--- config.mk ---
export PLATFORM = sky130hd
export DESIGN_NAME = seq_shift_multiplier_flat
export DESIGN_NICKNAME = d
export VERILOG_FILES = /design/src/rtl/seq_mult_pkg.sv /design/src/rtl/seq_shift_multiplier_if.sv /design/src/rtl/seq_mult_ctrl.sv /design/src/rtl/seq_shift_multiplier.sv /design/src/flat_wrapper.sv
export SDC_FILE = /design/constraint.sdc
export NUM_CORES = 1
export LEC_CHECK = 0
export ABC_CLOCK_PERIOD_IN_PS = 3200
export BUFFER_PORTS_ARGS = -buffer_cell sky130_fd_sc_hd__buf_2
export CAP_MARGIN = 0
export CORE_UTILIZATION = 48
export DETAILED_ROUTE_END_ITERATION = 10
export GPL_TIMING_DRIVEN = 0
export PLACE_DENSITY = 0.7
export SLEW_MARGIN = 20
export SYNTH_ARGS = -nofsm -noshare
export SYNTH_HDL_FRONTEND = slang
export SYNTH_SLANG_ARGS = --single-unit
export TNS_END_PERCENT = 5
--- constraint.sdc ---
create_clock -name clk -period 3.2 [get_ports clk]
set_input_delay 0.16 -clock clk [delete_from_list [all_inputs] [get_ports clk]]
set_output_delay 0.16 -clock clk [all_outputs]
set_load 0.02 [all_outputs]
--- src/rtl/seq_mult_pkg.sv ---
// Shared types and constants for the sequential shift-and-add multiplier.
package seq_mult_pkg;

    localparam int DEF_WIDTH = 16;

    typedef enum logic [1:0] {
        IDLE = 2'd0,
        CALC = 2'd1,
        DONE = 2'd2
    } state_t;

endpackage

--- src/rtl/seq_shift_multiplier_if.sv ---
// Request/result bundle for seq_shift_multiplier; is_signed exists only when
// SIGNED_MODE_EN is defined.
interface seq_shift_multiplier_if #(
    parameter int WIDTH = seq_mult_pkg::DEF_WIDTH
);
    logic                 start;
    logic [WIDTH-1:0]     multiplicand;
    logic [WIDTH-1:0]     multiplier;
`ifdef SIGNED_MODE_EN
    logic                 is_signed;
`endif
    logic                 busy;
    logic                 done;
    logic [2*WIDTH-1:0]   product;

`ifdef SIGNED_MODE_EN
    modport master (output start, multiplicand, multiplier, is_signed,
                    input  busy, done, product);
    modport slave  (input  start, multiplicand, multiplier, is_signed,
                    output busy, done, product);
`else
    modport master (output start, multiplicand, multiplier,
                    input  busy, done, product);
    modport slave  (input  start, multiplicand, multiplier,
                    output busy, done, product);
`endif
endinterface

--- src/rtl/seq_mult_ctrl.sv ---
// IDLE/CALC/DONE sequencer and bit counter; tells the datapath when to load,
// step and capture the product.
module seq_mult_ctrl
    import seq_mult_pkg::*;
#(
    parameter int WIDTH = DEF_WIDTH
) (
    input  logic clk,
    input  logic rst_n,
    input  logic start,
    output logic load,
    output logic calc,
    output logic last,
    output logic busy,
    output logic done
);
    localparam int CW = (WIDTH > 2) ? $clog2(WIDTH) : 1;

    state_t        state, state_nxt;
    logic [CW-1:0] cnt;
    logic          cnt_end;

    assign cnt_end = (cnt == CW'(WIDTH - 1));

    always_ff @(posedge clk or negedge rst_n) begin
        if (!rst_n) state <= IDLE;
        else        state <= state_nxt;
    end

    always_ff @(posedge clk or negedge rst_n) begin
        if (!rst_n)    cnt <= '0;
        else if (load) cnt <= '0;
        else if (calc) cnt <= cnt + 1'b1;
    end

    always_comb begin
        state_nxt = state;
        case (state)
            IDLE:    if (start)   state_nxt = CALC;
            CALC:    if (cnt_end) state_nxt = DONE;
            DONE:                 state_nxt = IDLE;
            default:              state_nxt = IDLE;
        endcase
    end

    always_comb begin
        load = (state == IDLE) && start;
        calc = (state == CALC);
        last = (state == CALC) && cnt_end;
        busy = (state != IDLE);
        done = (state == DONE);
    end

endmodule

--- src/rtl/seq_shift_multiplier.sv ---
// Shift-and-add multiplier, one multiplier bit per cycle. Define SIGNED_MODE_EN
// for two's-complement support via bus.is_signed (sign-magnitude fix-up).
module seq_shift_multiplier
    import seq_mult_pkg::*;
#(
    parameter int WIDTH = DEF_WIDTH
) (
    input  logic                    clk,
    input  logic                    rst_n,
    seq_shift_multiplier_if.slave   bus
);
    localparam int PW = 2 * WIDTH;

    logic             load, calc, last, busy, done;
    logic [PW-1:0]    mcand_q, acc_q, product_q, sum, result;
    logic [WIDTH-1:0] mplier_q, a_in, b_in;

    seq_mult_ctrl #(.WIDTH(WIDTH)) u_ctrl (
        .clk   (clk),
        .rst_n (rst_n),
        .start (bus.start),
        .load  (load),
        .calc  (calc),
        .last  (last),
        .busy  (busy),
        .done  (done)
    );

    assign sum = acc_q + (mplier_q[0] ? mcand_q : '0);

`ifdef SIGNED_MODE_EN
    // Magnitudes go through the unsigned core; the sign is restored at capture.
    logic neg_q;
    assign a_in = (bus.is_signed && bus.multiplicand[WIDTH-1]) ? -bus.multiplicand : bus.multiplicand;
    assign b_in = (bus.is_signed && bus.multiplier[WIDTH-1])   ? -bus.multiplier   : bus.multiplier;
    assign result = neg_q ? -sum : sum;

    always_ff @(posedge clk or negedge rst_n) begin
        if (!rst_n)    neg_q <= 1'b0;
        else if (load) neg_q <= bus.is_signed & (bus.multiplicand[WIDTH-1] ^ bus.multiplier[WIDTH-1]);
    end
`else
    assign a_in   = bus.multiplicand;
    assign b_in   = bus.multiplier;
    assign result = sum;
`endif

    always_ff @(posedge clk or negedge rst_n) begin
        if (!rst_n) begin
            mcand_q   <= '0;
            mplier_q  <= '0;
            acc_q     <= '0;
            product_q <= '0;
        end else begin
            if (load) begin
                mcand_q  <= PW'(a_in);
                mplier_q <= b_in;
                acc_q    <= '0;
            end else if (calc) begin
                acc_q    <= sum;
                mcand_q  <= mcand_q << 1;
                mplier_q <= mplier_q >> 1;
            end
            if (last) product_q <= result;
        end
    end

    assign bus.busy    = busy;
    assign bus.done    = done;
    assign bus.product = product_q;

endmodule

--- src/flat_wrapper.sv ---
// flat-port wrapper written by rule: the top's interface ports become plain ports
module seq_shift_multiplier_flat import seq_mult_pkg::*;
#(
    parameter int WIDTH = DEF_WIDTH
)
  (clk, rst_n, bus_start, bus_multiplicand, bus_multiplier, bus_busy, bus_done, bus_product);
  seq_shift_multiplier_if #(.WIDTH(WIDTH)) bus_i ();
  input  logic clk;
  input  logic rst_n;
  input wire logic [$bits(bus_i.start)-1:0] bus_start;
  input wire logic [$bits(bus_i.multiplicand)-1:0] bus_multiplicand;
  input wire logic [$bits(bus_i.multiplier)-1:0] bus_multiplier;
  output wire logic [$bits(bus_i.busy)-1:0] bus_busy;
  output wire logic [$bits(bus_i.done)-1:0] bus_done;
  output wire logic [$bits(bus_i.product)-1:0] bus_product;
  assign bus_i.start = bus_start;
  assign bus_i.multiplicand = bus_multiplicand;
  assign bus_i.multiplier = bus_multiplier;
  assign bus_busy = bus_i.busy;
  assign bus_done = bus_i.done;
  assign bus_product = bus_i.product;
  seq_shift_multiplier #(.WIDTH(WIDTH)) u_core (.clk(clk), .rst_n(rst_n), .bus(bus_i));
endmodule
==> metrics.md, run 1 <==
| Metric | Value |
|---|---|
| Worst-path cell chain | buf_4 > clkbuf_2 > and2_1 > ha_2 > o21a_1 > o21ai_1 > o21ai_2 > and3_4 > a21oi_4 > o31ai_2 > a21o_1 > xnor3_1 > mux2_2 |
| Initial Util | 49.1% |
| Max Clk Rate | 320 MHz |
| Clock latency at the later pin of the worst-skew pair | 420 ps |
| Synth async-reset ratio | 100% |
| First-pass GRT wire length | 25500 µm |
| Post-route cell area | 0.00784 mm² |
| TritonCTS Buffers | 17 |
| Vias in the first global route | 5328 |
| Horiz. Die Dim | 116 µm |
| Routed Antenna Nets | 0 |
| Max capacitance violation total | 0 |
| Placed Instance Area | 0.00678 mm² |
| EDFF count, synth | 0 |
| Die ar. | 0.0134 mm² |
| Largest net degree at the start of global routing | 74 |
| Synth top area cells | dfrtp_1, nand2_1, ha_1, o21ai_0, a22oi_1 |
| Biggest cell delay along the critical path | 410 ps |
| Core area | 0.0126 mm² |
| Sequential area share after synthesis | 47.7% |
| Sw frac | 41.9% |
| Wire length per cell | 16.2 µm |
| Drc violations | 0 |
| Final Hold Fails | 0 |
| Syn_nets | 743 |
| Post-layout nets | 870 |
| Startpoint types | flop |
| CTS root buf | clkbuf_16 |
| CTS Sinks | 118 |
| Clock share of power | 21.3% |
| Period minus WS final | 3120 ps |
| Setup Skew | 9.10 ps |
| Critical-path top delay cell | dfrtp_2 |
| DR vias/cell | 5.56 |
| Total power | 0.00826 W |
| Clock transition at path regs | 50 ps |
| GRT Overall Usage | 25.2% |
| Psw | 0.00346 W |
| Power share of the combinational group | 47.0% |
| Worst VDD drop | 0.373 mV |
| RSZ-0062 raised after global routing | yes |
| Share of post-route cells with drive strength above 1 | 18.3% |
| #FFs+latches synth | 118 |
| Cell Int Power | 0.00480 W |
| Initial antenna violation count | 0 |
| Setup-failing EPs final | 0 |
| Setup CP Type | reg2reg |
| Maximum root-to-sink buffer count | 2 |
| Relative slew margins | 52.8% |
| Vias | 5489 |
| CTS tree | built |
| Worst setup EP type | flop |
| Register share of total power | 31.7% |
| Std cell rows | 41 |
| Worst EP required | 3510 ps |
| Final period util | 97.5% |
| Min-delay worst type | in2reg |
| Port bufs | 68 |
| # diodes | 0 |
| Ys Warns | 0 |
| Post-DP HPWL | 11000 µm |
| Detailed Route WL | 16000 µm |
| Slew @ Worst Pin | 709 ps |
| Status | completed |
| Die height | 116 µm |
| 1st-iter DRT viols | 453 |
| # IOs | 69 |
| Syn avg cell area | 9.18 µm² |
| Synthesis-to-finish area growth | 26.6% |
| Leakage dissipation | 3.68 nW |
| Ys flop type | dfrtp_1 |
| Routability cong. | 0.909 |
| Congestion Overflow GR | 0 |
| Area share of the largest cell type after synthesis | 47.7% |
| CTS H-tree lvls | 4 |
| Mapped Cells | 675 |
| PwrDens | 1050 mW/mm² |
| First-pass DRT Iterations | 5 |
| Max-slew violations | 0 |
| CP Max Fanout | 10 |
| Unique masters post-synth | 43 |
| Leading area contributor after synthesis | dfrtp_1 |
| Worst path arrival time | 3430 ps |
| Synthesized area | 0.00619 mm² |
logic make-up (layout without fill, tap and decap cells):
family,after synthesis,count (layout),share of synthesized area [%]
compound gates,188,188,18.8
xor+xnor,29,29,4.32
fa+ha+maj,33,33,6.79
buf+inv,45,185,2.75
flops,118,118,47.7
simple gates,252,252,17.9
mux,10,10,1.80
timing repair:
item | CTS | global route
gates cloned | 0 | 0
setup buffers | 3 | 3
setup endpoints to repair | 22 | 19
hold buffers | 33 | 0
endpoints found under the hold margin | 77 | 0
gates resized for setup | 12 | 33
pin swaps | 8 | 18
routing by layer:
layer  GRT usage [%]  vias up  wire length (µm)
met5               0        -                 0
met3            4.81       34               950
li1                -     2615                 -
met2            39.7      186              7450
met1            33.2     2654              7220
met4            13.2        0               385
Yosys cell counts, types with 2 or more instances:
cell type  number
a211oi_1        4
a21boi_0        2
a21o_1          8
a21oi_1        28
a21oi_2         2
a22o_1          9
a22oi_1        31
a31oi_1         4
and2_1         33
clkbuf_1       35
dfrtp_1       118
ha_1           32
inv_1           9
mux2_2          9
nand2_1       157
nand2b_1        3
nand3_1        25
nand4_1         4
nor2_1         16
nor2b_1         4
nor3_1          6
o211ai_1        3
o21a_1          3
o21ai_0        78
o21ai_1         3
o21bai_1        4
o31ai_1         3
xnor2_1        14
xor2_1         14
state kept, by name, summed over array words and instances (netlist names):
register,cells
u_core.mcand_q,32
u_core.u_ctrl.state,2
u_core.mplier_q,16
u_core.u_ctrl.cnt,4
u_core.bus.product,32
u_core.acc_q,32
metrics by stage:
stage	TNS, ps	utilization [%]	std cells	worst slack (ps)	hold slack (ps)
3_5_place_dp	-3270	53.8	916	-395	119
2_1_floorplan	0	-	675	183	-136
4_1_cts	-123	61.1	984	-42.1	108
3_3_place_gp	-2950	53.5	915	-393	367
5_1_grt	-156	62.1	987	-43.0	168
6_report	0	62.1	987	79.0	113
power groups by stage:
stage	registers [W]	logic, W	clock network, W
6_report	0.00262	0.00388	0.00176
5_1_grt	0.00269	0.00432	0.00185
4_1_cts	0.00260	0.00373	0.00178
3_5_place_dp	0.00262	0.00361	0
3_3_place_gp	0.00259	0.00348	0
2_1_floorplan	0.00275	0.00243	0
cell usage in the layout (no fill, tap or decap), types with 17 or more instances in the layout:
| cell | instances |
|---|---|
| buf_2 | 68 |
| dfrtp_1 | 117 |
| clkbuf_1 | 36 |
| nand3_1 | 24 |
| and2_1 | 33 |
| a21oi_1 | 23 |
| dlygate4sd3_1 | 33 |
| nand2_1 | 157 |
| ha_1 | 26 |
| o21ai_0 | 71 |
| a22oi_1 | 30 |
| clkbuf_16 | 17 |
final timing paths:
path	from	endpoint	slack (ps)	cells past startpoint
max reg2reg	u_core.mplier_q[0]$_DFFE_PN0P_	u_core.bus.product[31]$_DFFE_PN0P_	80	13
min	bus_start	u_core.acc_q[31]$_DFFE_PN0P_	110	4
max	u_core.mplier_q[0]$_DFFE_PN0P_	u_core.bus.product[31]$_DFFE_PN0P_	80	13
min reg2reg	u_core.bus.product[29]$_DFFE_PN0P_	u_core.bus.product[29]$_DFFE_PN0P_	470	2
min in group asynchronous	rst_n	u_core.acc_q[10]$_DFFE_PN0P_	240	2
max in group asynchronous	rst_n	u_core.mplier_q[0]$_DFFE_PN0P_	2240	3
final cells by class:
class / instances / area (µm²)
fillers: 1093 / 4780
multi-input cells: 512 / 3200
flip-flops and latches: 118 / 2950
repair buffers: 108 / 749
clock buffers: 23 / 468
well taps: 172 / 215
plain buffers: 36 / 143
clock inverters: 9 / 77.6
inverters: 9 / 33.8
worst max-delay path: cells and delay by family (launching register included):
family                     cells  cell delay, ps
AOI/OAI and AO/OA              6             990
and+or+nand+nor                2             420
DFF                            1             410
adders and majority gates      1             400
buffers and inverters          2             310
muxes                          1             270
xor gates and xnor gates       1             210
No activity file was read; power rests on OpenSTA's default activity.
==> inputs of run 2 (changes only) <==
CTS_BUF_LIST = sky130_fd_sc_hd__clkbuf_8   (was unset)
==> run 2 against run 1 <==
Sequential share of layout area up 0.74 points. Largest power group unchanged. Sequential power about the same. Critical path type unchanged. Die area unchanged. Clock skew down 0.92 ps. Global-route usage down 0.091 points. Critical endpoint is now u_core.bus.product[28]$_DFFE_PN0P_. Largest cell class unchanged. Non-clock buffer count unchanged. Final cell count unchanged. Combinational power about the same. Utilization down 1.2 points.
==> metrics.md, run 2 (synthesis results as in run 1) <==
| Metric | Value |
|---|---|
| Synthesis-to-finish area growth | 24.1% (was 26.6%) |
| Startpoint types | flop (unchanged) |
| Core area | 0.0126 mm² (unchanged) |
| Post-DP HPWL | 11000 µm (unchanged) |
| Routed wl met2 | 7150 µm (was 7450 µm) |
| Critical path startpoint | u_core.mplier_q[0]$_DFFE_PN0P_ (unchanged) |
| Final Hold Fails | 0 (unchanged) |
| Crit-path leading delay family | compound AO/OA/AOI/OAI gates (unchanged) |
| Drc violations | 0 (unchanged) |
| Metal-1 WL | 7120 µm (was 7220 µm) |
| Port bufs | 68 (unchanged) |
| First-pass GRT wire length | 25400 µm (was 25500 µm) |
| CTS Sinks | 118 (unchanged) |
| CTS root buf | clkbuf_8 (was clkbuf_16) |
| Share of post-route cells with drive strength above 1 | 19.0% (was 18.3%) |
| Final core utilization | 60.9% (was 62.1%) |
| Horiz. Die Dim | 116 µm (unchanged) |
| Biggest cell delay along the critical path | 410 ps (about the same) |
| Fillers | 1118 (was 1093) |
| CP Max Fanout | 10 (unchanged) |
| Initial Util | 49.1% (unchanged) |
| # IOs | 69 (unchanged) |
| CP Capture Point | u_core.bus.product[28]$_DFFE_PN0P_ (was u_core.bus.product[31]$_DFFE_PN0P_) |
| Min Hold Slack | 86.1 ps (was 113 ps) |
| DR WL met3 | 983 µm (was 950 µm) |
| Detailed Route WL | 15700 µm (was 16000 µm) |
| CTS tree | built (unchanged) |
| Clock transition at path regs | 70 ps (was 50 ps) |
| Reg-to-reg slack, setup | 70 ps (was 80 ps) |
| Maximum root-to-sink buffer count | 2 (unchanged) |
| 1st-iter DRT viols | 392 (was 453) |
| Worst-path cell chain | buf_6 > and2_4 > ha_2 > fa_2 > a211oi_2 > o21bai_2 > o211ai_1 > nand3_2 > a221oi_4 > nor3_2 > a31oi_1 > xnor2_1 > mux2_4 (was buf_4 > clkbuf_2 > and2_1 > ha_2 > o21a_1 > o21ai_1 > o21ai_2 > and3_4 > a21oi_4 > o31ai_2 > a21o_1 > xnor3_1 > mux2_2) |
| Status | completed (unchanged) |
| PwrDens | 1010 mW/mm² (was 1050 mW/mm²) |
| Multi-input logic area | 0.00324 mm² (was 0.00320 mm²) |
| Total power | 0.00774 W (was 0.00826 W) |
| DR top layer | met4 (unchanged) |
| Relative slew margins | 52.6% (was 52.8%) |
| GRT Overall Usage | 25.1% (was 25.2%) |
| Reg-to-reg startpoint | u_core.mplier_q[0]$_DFFE_PN0P_ (unchanged) |
| Register area | 0.00295 mm² (unchanged) |
| Die height | 116 µm (unchanged) |
| Most common cell after layout, fill and taps aside | nand2_1 (unchanged) |
| Routability cong. | 0.909 (unchanged) |
| Worst VDD drop | 0.348 mV (was 0.373 mV) |
| Std cell rows | 41 (unchanged) |
| Clock latency at the later pin of the worst-skew pair | 450 ps (was 420 ps) |
| Worst path arrival time | 3460 ps (was 3430 ps) |
| Setup-failing EPs final | 0 (unchanged) |
| First-pass DRT Iterations | 5 (unchanged) |
| Most frequent cells in the layout | nand2_1, dfrtp_1, o21ai_0, buf_2, dlygate4sd3_1 (was nand2_1, dfrtp_1, o21ai_0, buf_2, clkbuf_1) |
| Critical Path Stages | 13 (unchanged) |
| Congestion Overflow GR | 0 (unchanged) |
| Setup CP Type | reg2reg (unchanged) |
| Reg2Reg Depth | 13 (unchanged) |
| TritonCTS Buffers | 17 (unchanged) |
| Final period util | 97.7% (was 97.5%) |
| Max capacitance violation total | 0 (unchanged) |
| DR vias/cell | 5.48 (was 5.56) |
| Worst EP required | 3540 ps (was 3510 ps) |
| Wire length per cell | 15.9 µm (was 16.2 µm) |
| Setup Skew | 8.18 ps (was 9.10 ps) |
| Max-slew violations | 0 (unchanged) |
| Max Clk Rate | 320 MHz (about the same) |
| Vias | 5406 (was 5489) |
| Initial antenna violation count | 0 (unchanged) |
| CTS H-tree lvls | 4 (unchanged) |
| Slew @ Worst Pin | 710 ps (was 709 ps) |
| Routed Antenna Nets | 0 (unchanged) |
| Largest net degree at the start of global routing | 74 (unchanged) |
| Min-delay worst type | in2reg (unchanged) |
| Vias in the first global route | 5286 (was 5328) |
| Worst setup EP type | flop (unchanged) |
| Leakage dissipation | 3.62 nW (was 3.68 nW) |
| Critical-path top delay cell | dfrtp_2 (unchanged) |
| R2r endpoint | u_core.bus.product[28]$_DFFE_PN0P_ (was u_core.bus.product[31]$_DFFE_PN0P_) |
| Die ar. | 0.0134 mm² (unchanged) |
| # diodes | 0 (unchanged) |
| Period minus WS final | 3130 ps (was 3120 ps) |
| Buf+Inv Stages, Crit Path | 1 (was 2) |
| Post-layout nets | 870 (unchanged) |
-- run 2: worst min path at each step --
stage,depth (start not counted),startpoint,to
CTS,4,bus_start,u_core.acc_q[31]$_DFFE_PN0P_
finish,4,bus_start,u_core.acc_q[31]$_DFFE_PN0P_
global placement,3,bus_multiplicand[0],u_core.mcand_q[0]$_DFFE_PN0P_
global route,4,bus_start,u_core.acc_q[31]$_DFFE_PN0P_
detailed placement,1,rst_n,u_core.bus.product[9]$_DFFE_PN0P_
floorplan,0,rst_n,u_core.acc_q[0]$_DFFE_PN0P_
-- run 2: through the flow --
step	cell area (µm²)	worst slack, ps	instances	setup TNS [ps]
final	7690	74.4	987	0
after global placement	6750	-393	915	-2950
after detailed placement	6780	-395	916	-3270
after CTS	7520	-25.1	984	-138
after global routing	7690	-17.3	987	-30.3
after floorplan	6190	183	675	0
-- run 2: tightest hold or removal path: cells and delay by family --
kind	cells	cell delay, ps
AND/OR/NAND/NOR	2	200
buffers and inverters	1	80
multiplexers	1	50
-- run 2: what timing repair did --
action,in CTS,in global routing
pin swaps,8,19
resized for setup,12,42
buffers inserted,3,3
hold buffers,33,0
hold endpoints to repair,77,0
endpoints found under the setup margin,21,22
-- run 2: routing by layer --
layer	global-route usage, %	up-vias
met1	32.9	2582
met4	12.4	0
met5	0	-
li1	-	2610
met2	39.3	176
met3	5.96	38
-- run 2: cell type report --
class / instances / share of cell area (%)
Multi-Input combinational cell: 512 / 42.1
Sequential cell: 118 / 38.4
Timing Repair Buffer: 108 / 9.75
Clock buffer: 19 / 3.40
Tap cell: 172 / 2.80
Buffer: 36 / 1.90
Clock inverter: 13 / 1.20
Inverter: 9 / 0.439
-- run 2: power by group --
part / total (W) / switching [W] / internal (W) / leakage (nW)
clock network: 0.00122 / 0.000590 / 0.000633 / 0.192
logic: 0.00391 / 0.00237 / 0.00153 / 1.97
registers: 0.00261 / 0.000431 / 0.00218 / 1.45
